**src/rtl/frame_capture_writer.sv**
```systemverilog
// Frame capture writer: arms on request, aligns to the next frame start, packs RGB332 pixels
// into sequential buffer writes with saturation and overflow flagging. Optional checksum: FRAME_CAPTURE_WRITER_CHECKSUM_EN.
module frame_capture_writer #(
   parameter int MAX_PIXELS    = 40000,
   parameter int ADDRESS_WIDTH = 16
) (
   input  logic                     clock_pixel_in,
   input  logic                     reset_pixel_in,
   input  logic                     capture_request_in,
   input  logic [9:0]               pixel_red_data_in,
   input  logic [9:0]               pixel_green_data_in,
   input  logic [9:0]               pixel_blue_data_in,
   input  logic                     line_valid_in,
   input  logic                     frame_valid_in,
   output logic [ADDRESS_WIDTH-1:0] write_address_out,
   output logic [7:0]               write_data_out,
   output logic                     write_enable_out,
   output logic                     capture_busy_out,
   output logic                     capture_done_out,
   output logic [ADDRESS_WIDTH-1:0] pixel_count_out,
   output logic                     overflow_out,
   output logic [15:0]              checksum_out
);
   typedef enum logic [1:0] {IDLE, ARMED, CAPTURING} state_t;

   localparam logic [ADDRESS_WIDTH-1:0] MAX_C = ADDRESS_WIDTH'(MAX_PIXELS);

   state_t                   state_q, state_d;
   logic                     fv_q;
   logic [ADDRESS_WIDTH-1:0] count_q, count_d, addr_q, addr_d;
   logic [7:0]               data_q, data_d;
   logic                     we_q, we_d, busy_q, done_q, done_d, ovf_q, ovf_d;
   logic                     take;

   logic pixel, fv_rise, fv_fall;
   logic [7:0] packed_px;
   logic unused_bits;
   assign pixel     = frame_valid_in && line_valid_in;
   assign fv_rise   = frame_valid_in && !fv_q;
   assign fv_fall   = !frame_valid_in && fv_q;
   assign packed_px = {pixel_red_data_in[9:7], pixel_green_data_in[9:7], pixel_blue_data_in[9:8]};
   assign unused_bits = ^{pixel_red_data_in[6:0], pixel_green_data_in[6:0], pixel_blue_data_in[7:0]};

   always_comb begin
      state_d = state_q;
      count_d = count_q;
      addr_d  = addr_q;
      data_d  = data_q;
      we_d    = 1'b0;
      done_d  = 1'b0;
      ovf_d   = ovf_q;
      take    = 1'b0;
      case (state_q)
         IDLE: if (capture_request_in) begin
            state_d = ARMED;
            count_d = '0;
            ovf_d   = 1'b0;
         end
         // The edge cycle is the first cycle of the frame, so it may already carry a pixel.
         ARMED: if (fv_rise) begin
            state_d = CAPTURING;
            take    = pixel;
         end
         CAPTURING: begin
            if (fv_fall) begin
               state_d = IDLE;
               done_d  = 1'b1;
            end else begin
               take = pixel;
            end
         end
         default: state_d = IDLE;
      endcase
      if (take) begin
         if (count_q < MAX_C) begin
            we_d    = 1'b1;
            addr_d  = count_q;
            data_d  = packed_px;
            count_d = count_q + 1'b1;
         end else begin
            ovf_d = 1'b1;
         end
      end
   end

   always_ff @(posedge clock_pixel_in or posedge reset_pixel_in) begin
      if (reset_pixel_in) begin
         state_q <= IDLE;
         fv_q    <= 1'b0;
         count_q <= '0;
         addr_q  <= '0;
         data_q  <= '0;
         we_q    <= 1'b0;
         busy_q  <= 1'b0;
         done_q  <= 1'b0;
         ovf_q   <= 1'b0;
      end else begin
         state_q <= state_d;
         fv_q    <= frame_valid_in;
         count_q <= count_d;
         addr_q  <= addr_d;
         data_q  <= data_d;
         we_q    <= we_d;
         busy_q  <= (state_d != IDLE);
         done_q  <= done_d;
         ovf_q   <= ovf_d;
      end
   end

`ifdef FRAME_CAPTURE_WRITER_CHECKSUM_EN
   logic [15:0] sum_q, sum_d;
   always_comb begin
      sum_d = sum_q;
      if (state_q == IDLE && capture_request_in) sum_d = '0;
      else if (we_d)                             sum_d = sum_q + {8'h00, data_d};
   end
   always_ff @(posedge clock_pixel_in or posedge reset_pixel_in) begin
      if (reset_pixel_in) sum_q <= '0;
      else                sum_q <= sum_d;
   end
   assign checksum_out = sum_q;
`else
   assign checksum_out = '0;
`endif

   assign write_address_out = addr_q;
   assign write_data_out    = data_q;
   assign write_enable_out  = we_q;
   assign capture_busy_out  = busy_q;
   assign capture_done_out  = done_q;
   assign pixel_count_out   = count_q;
   assign overflow_out      = ovf_q;
endmodule

```
**config.mk**
```make
export PLATFORM = sky130hd
export DESIGN_NAME = frame_capture_writer
export DESIGN_NICKNAME = d
export VERILOG_FILES = /design/src/rtl/frame_capture_writer.sv
export SDC_FILE = /design/constraint.sdc
export NUM_CORES = 1
export LEC_CHECK = 0
export BUFFER_PORTS_ARGS = -buffer_cell sky130_fd_sc_hd__buf_2
export CAP_MARGIN = 25
export CELL_PAD_IN_SITES_DETAIL_PLACEMENT = 1
export CELL_PAD_IN_SITES_GLOBAL_PLACEMENT = 1
export CORE_MARGIN = 5
export CORE_UTILIZATION = 33
export DETAILED_ROUTE_END_ITERATION = 8
export GPL_TIMING_DRIVEN = 0
export HOLD_SLACK_MARGIN = 0.02
export PLACE_DENSITY = 0.76
export SLEW_MARGIN = 30
export SYNTH_ARGS = -nofsm -noshare
export SYNTH_HDL_FRONTEND = slang
export SYNTH_SLANG_ARGS = --single-unit
```
**constraint.sdc**
```tcl
create_clock -name clock_pixel_in -period 2.2 [get_ports clock_pixel_in]
set_clock_uncertainty 0.2 [all_clocks]
set_input_delay 0.22 -clock clock_pixel_in [delete_from_list [all_inputs] [get_ports clock_pixel_in]]
set_output_delay 0.22 -clock clock_pixel_in [all_outputs]
set_load 0.02 [all_outputs]
```
======== Word level (Yosys, flattened, before mapping) ========
Cells that the tools add are included.
operators by class
  add/subtract/negate cells ............... 1
  $lt $le $gt $ge ......................... 1
  reduce and logical (&&, ||, !) cells .... 8
  equal/unequal tests ..................... 2
  mux-type cells .......................... 19
operators by type and width
  kind                                            count
  two-way mux 16 bit                              4
  adder 16 x 1 -> 16 bit (second input constant)  1
  < comparator 16 bit (second input constant)     1
  two-way mux 1 bit                               10
  two-way mux 2 bit                               3
  one-hot mux 2 bit (3 select lines)              1
  logical AND 1 bit                               3
  == test 2 x 1 -> 1 bit (second input constant)  1
  == test 2 bit (second input constant)           1
  zero test 1 bit                                 2
  zero test 2 bit                                 1
  one-hot mux 1 bit (2 select lines)              1
  AND reduction 2 bit                             1
  nonzero test 2 bit                              1
word-level totals
  output and inout port bits .............. 60
  flip-flop bits (word level) ............. 47
  word-level logic and storage cells ...... 40
  input port bits ......................... 35

======== Depth between registers and ports, before layout ========
  depth in word-level cells ............... 5
  mapped depth ............................ 8
  mapped depth without buffers ............ 6

======== Least setup slack after synthesis ========
No wires, ideal clock.
  path kind ............................... reg-to-reg
  from .................................... register count_q[8], in the netlist pixel_count_out[8]
  to ...................................... register addr_q[11], in the netlist write_address_out[11]
  setup slack ............................. -0.091 ns
  library setup time ...................... 0.128 ns
  data required time ...................... 1.872 ns
  period minus slack after synthesis ...... 2.291 ns
  cell stages (with the launch flop) ...... 7
  data arrival time ....................... 1.963 ns
  buffers on the path ..................... 2
  cell sequence ........................... dfrtp_1 > or4_4 > a21o_1 > nor2_2 > buf_6 > buf_8 > mux2_1
between the ends
  longest elaborated chain between the ends .. 2
RTL lines
  what                                  line  source
  start, declared                       30    logic [ADDRESS_WIDTH-1:0] count_q, count_d, addr_q, addr_d;
  start signal, assigned                100   count_q <= count_d;
  < comparator 16 bit                   75    if (count_q < MAX_C) begin
  AND reduction 2 bit (no source line)  -
  end signal, assigned                  101   addr_q <= addr_d;
  end, declared                         30
Every way passes these cells.
A chain may end at the register's enable or synchronous reset.

======== Worst setup path in the final report ========
  from .................................... register count_q[6], in the netlist pixel_count_out[6]
  to ...................................... register count_q[10], in the netlist pixel_count_out[10]
between the ends
  longest elaborated chain between the ends .. 3
  elaborated cells on any way between the ends .. 4
  classes of those cells .................. 1 x add/sub; 1 x order compare; 2 x mux
RTL lines
  what                                                           line    source
  adder 16 x 1 -> 16 bit or < comparator 16 bit (tied branches)  79, 75
  two-way mux 16 bit *                                           75
  two-way mux 16 bit *                                           74      if (take) begin
  net count_d[10]                                                30
The timed path passes the listed nets; every way through them passes the cells marked *.

==> results.toml <==
[yosys]
synth-compound-area-share_pct = 11.91
synth_xor_area_share_pct = 0
synth-seq-cells = 47
synth_top_family_by_area = "simple AND/OR/NAND/NOR gates"
synth_area_leaders = "dfrtp_1, mux2_2, buf_4"
synth.avg_cell_area_um2 = 11.58
synth.most_common_cell = "dfrtp_1"
synth_top_area_share_pct = 49.32
synthCells = 206
ys_seq_area_share_pct = 49.32
synth-async-reset-ratio_pct = 100.0
synthSimpleGateAreaFrac_pct = 15.42
yosys.area.top_type = "dfrtp_1"
muxShareOfSynthArea_pct = 11.33
synth_top_flop_cell = "dfrtp_1"
synth_fa_ha_area_share_pct = 2.623
syn_area_um2 = 2385
synth_common_cells = "dfrtp_1, mux2_2, buf_4"
ys_types = 39
ys.warnings.count = 0
synth_edf_count = 0

[finish]
synthToLayoutAreaGrowth_pct = 43.86
fillCellCount = 815
num-nets-final = 359
ff_latch_area_um2 = 1181
multi_input_area_um2 = 1197
final_layout_size_suffix_gt1_share_pct = 50.31
antennaDiodeCount = 0

[placed_design]
port_buffers = 56
pre_cts_ws_ps = -385.2
hpwl_um = 4365
routabilityCongestion = 0.8084

[setup_path]
path_cells = "or4_4, buf_4, a21oi_4, a21oi_4, buf_6, a221o_1"
worstSetupPathType = "flip-flop to flip-flop"
crit_required_ps = 2190
critPathSlowestCell = "or4_4"
crit_path_start_kind = "flip-flop"
crit_top_cell = "a21oi_4"
end_kind = "flip-flop"
cp_slowest_stage_delay_ps = 550
arrival_ps = 2220
crit_fanout = 10

[clock_tree]
cts.sinks = 47
clockBufferDepth = 2
cts_buffers = 5
clock_latency_ps = 320
cts_tree = "done"
clkSlewWorstSetupHoldPaths_ps = 90
clockRootBuffer = "clkbuf_8"
ctsHtreeMaxLevel = 2

[floorplanning]
initial_core_util_pct = 33.42
core_area_um2 = 7137
die_y_um = 95.01
rows = 31
dieArea_um2 = 9027
io_pins = 95
die_w_um = 95.01

[global_route]
overflow = 0
grt_max_degree = 48
antenna_found_initial = 0
grt_first_pass_wirelength_um = 10240
grt_usage_pct = 14.70
grt_pass1_vias = 2122

[sta]
finalHoldViolCount = 0
finalMaxSlewViolations = 0
period_minus_slack_ps = 2228
tightest_slew_ps = 601.1
grt_setup_unrepaired = "yes"
period_share_pct = 101.3
hold_slack_ps = 119.9
fmax_ghz = 0.4489
timing.final.ws_setup_ps = -27.74
final.setup.tns_ps = -170.0
maxSlewHeadroom_pct = 59.93
finalSetupViolCount = 10

[pwr]
p_per_area_nw_per_um2 = 791.5
p_leak_nw = 1.688
vdd_drop_max_mv = 0.3837

[run_status]
violations = "setup timing"
status = "finished, violations left"

[route]
drt_iter0_markers = 49
wl_per_cell_um = 16.32
ant_nets = 0
drc = 0
routed_wl_um = 6836
drtPass1Iterations = 4
num_vias = 2081
routed_via_density = 4.967

[flow_run]
maxCapViolations = 0

[worst_hold_path]
hp-class = "primary input to flip-flop"
## sequential cells by signal, indices dropped and copies added, names as in the netlist
| name | count |
|---|---|
| capture_busy_out | 1 |
| capture_done_out | 1 |
| fv_q | 1 |
| overflow_out | 1 |
| pixel_count_out | 16 |
| state_q | 2 |
| write_address_out | 16 |
| write_data_out | 8 |
| write_enable_out | 1 |
## metrics by stage
stage	util [%]	total power, W	instance area, um2	instances
final	48.07	0.002716	3431	419
after floorplan	-	0.001666	2444	221
after detailed placement	39.94	0.001924	2850	376
after global routing	48.07	0.002872	3431	419
after global placement	39.90	0.001883	2848	376
after CTS	45.65	0.002600	3258	409
## power by group
part | internal (W) | switching [W] | total [W]
registers | 0.000995 | 0.0000907 | 0.00109
clock network | 0.000228 | 0.000329 | 0.000557
logic | 0.000493 | 0.000579 | 0.00107
total | 0.00172 | 0.000999 | 0.00272
## kinds of logic (layout without fill, tap and decap cells)
logic type               Yosys count  after routing
AND/OR/NAND/NOR                   63             63
flip-flops                        47             47
AO/OA/AOI/OAI                     33             33
buffers and inverters             33            132
multiplexers                      24             24
adder cells (fa/ha/maj)            5              5
other                              1             16
## what timing repair did
action	4_1_cts	5_1_grt
gates resized for setup	24	14
pin swaps	5	5
setup endpoints to repair	42	36
hold buffers	10	0
hold endpoints to repair	56	0
setup buffers	16	10
cloned	0	1
## routing by layer
| metal | GRT usage [%] | wire [um] | share of wire (%) | vias to the layer above |
|---|---|---|---|---|
| met2 | 25.48 | 3493 | 51 | 59 |
| li1 | - | - | - | 965 |
| met5 | 0 | 0 | 0 | - |
| met3 | 3.788 | 348 | 5.1 | 6 |
| met4 | 4.087 | 84 | 1.2 | 0 |
| met1 | 18.06 | 2910 | 43 | 1051 |
## worst max-delay path: cells and delay by family (launching register included)
kind | cells | cell delay, ps
AOI/OAI and AO/OA | 3 | 620
and+or+nand+nor | 1 | 550
DFF | 1 | 420
buffers and inverters | 2 | 310
## area by class of cell
class / instances / share of cell area, %
Buffer: 23 / 5.689
Multi-Input combinational cell: 141 / 34.90
Clock inverter: 3 / 0.6929
Timing Repair Buffer: 93 / 17.72
Sequential cell: 47 / 34.43
Inverter: 8 / 0.9482
Clock buffer: 5 / 2.006
Tap cell: 99 / 3.611
## path summary, 6_finish.rpt
path                                       startpoint               endpoint  slack, ps  cells after the start
worst min-delay path               capture_request_in     pixel_count_out[1]        120                      4
min in group asynchronous              reset_pixel_in      write_data_out[1]        340                      3
worst max-delay path               pixel_count_out[6]    pixel_count_out[10]        -30                      6
worst max register to register     pixel_count_out[6]    pixel_count_out[10]        -30                      6
max in group asynchronous              reset_pixel_in     pixel_count_out[7]       1020                      3
worst min register to register  write_address_out[15]  write_address_out[15]        300                      1
## cell usage in the layout, fill, tap and decap left out, types with 2 or more instances in the layout
cell type	synthesis	layout
a21oi_1	2	2
a21oi_4	0	2
a221o_1	13	13
and2_1	6	6
and3_1	2	2
and4_1	3	3
buf_2	2	57
buf_4	18	41
buf_6	2	4
clkbuf_8	0	5
clkinvlp_4	0	2
conb_1	1	16
dfrtp_1	47	43
dfrtp_2	0	4
dlygate4sd3_1	0	10
ha_1	5	2
ha_4	0	3
inv_1	8	5
inv_2	0	2
mux2_2	19	14
mux2_4	0	10
nand2_1	8	8
nand2b_1	2	2
nand3_1	8	7
nand4_1	4	4
nor2_1	4	4
nor2b_1	4	3
nor3_1	5	5
nor4_1	11	7
nor4_2	0	4
nor4b_1	2	2
o21a_1	2	2
o21ai_0	5	5
o22a_1	2	2
No activity file was read; power rests on OpenSTA's default activity.
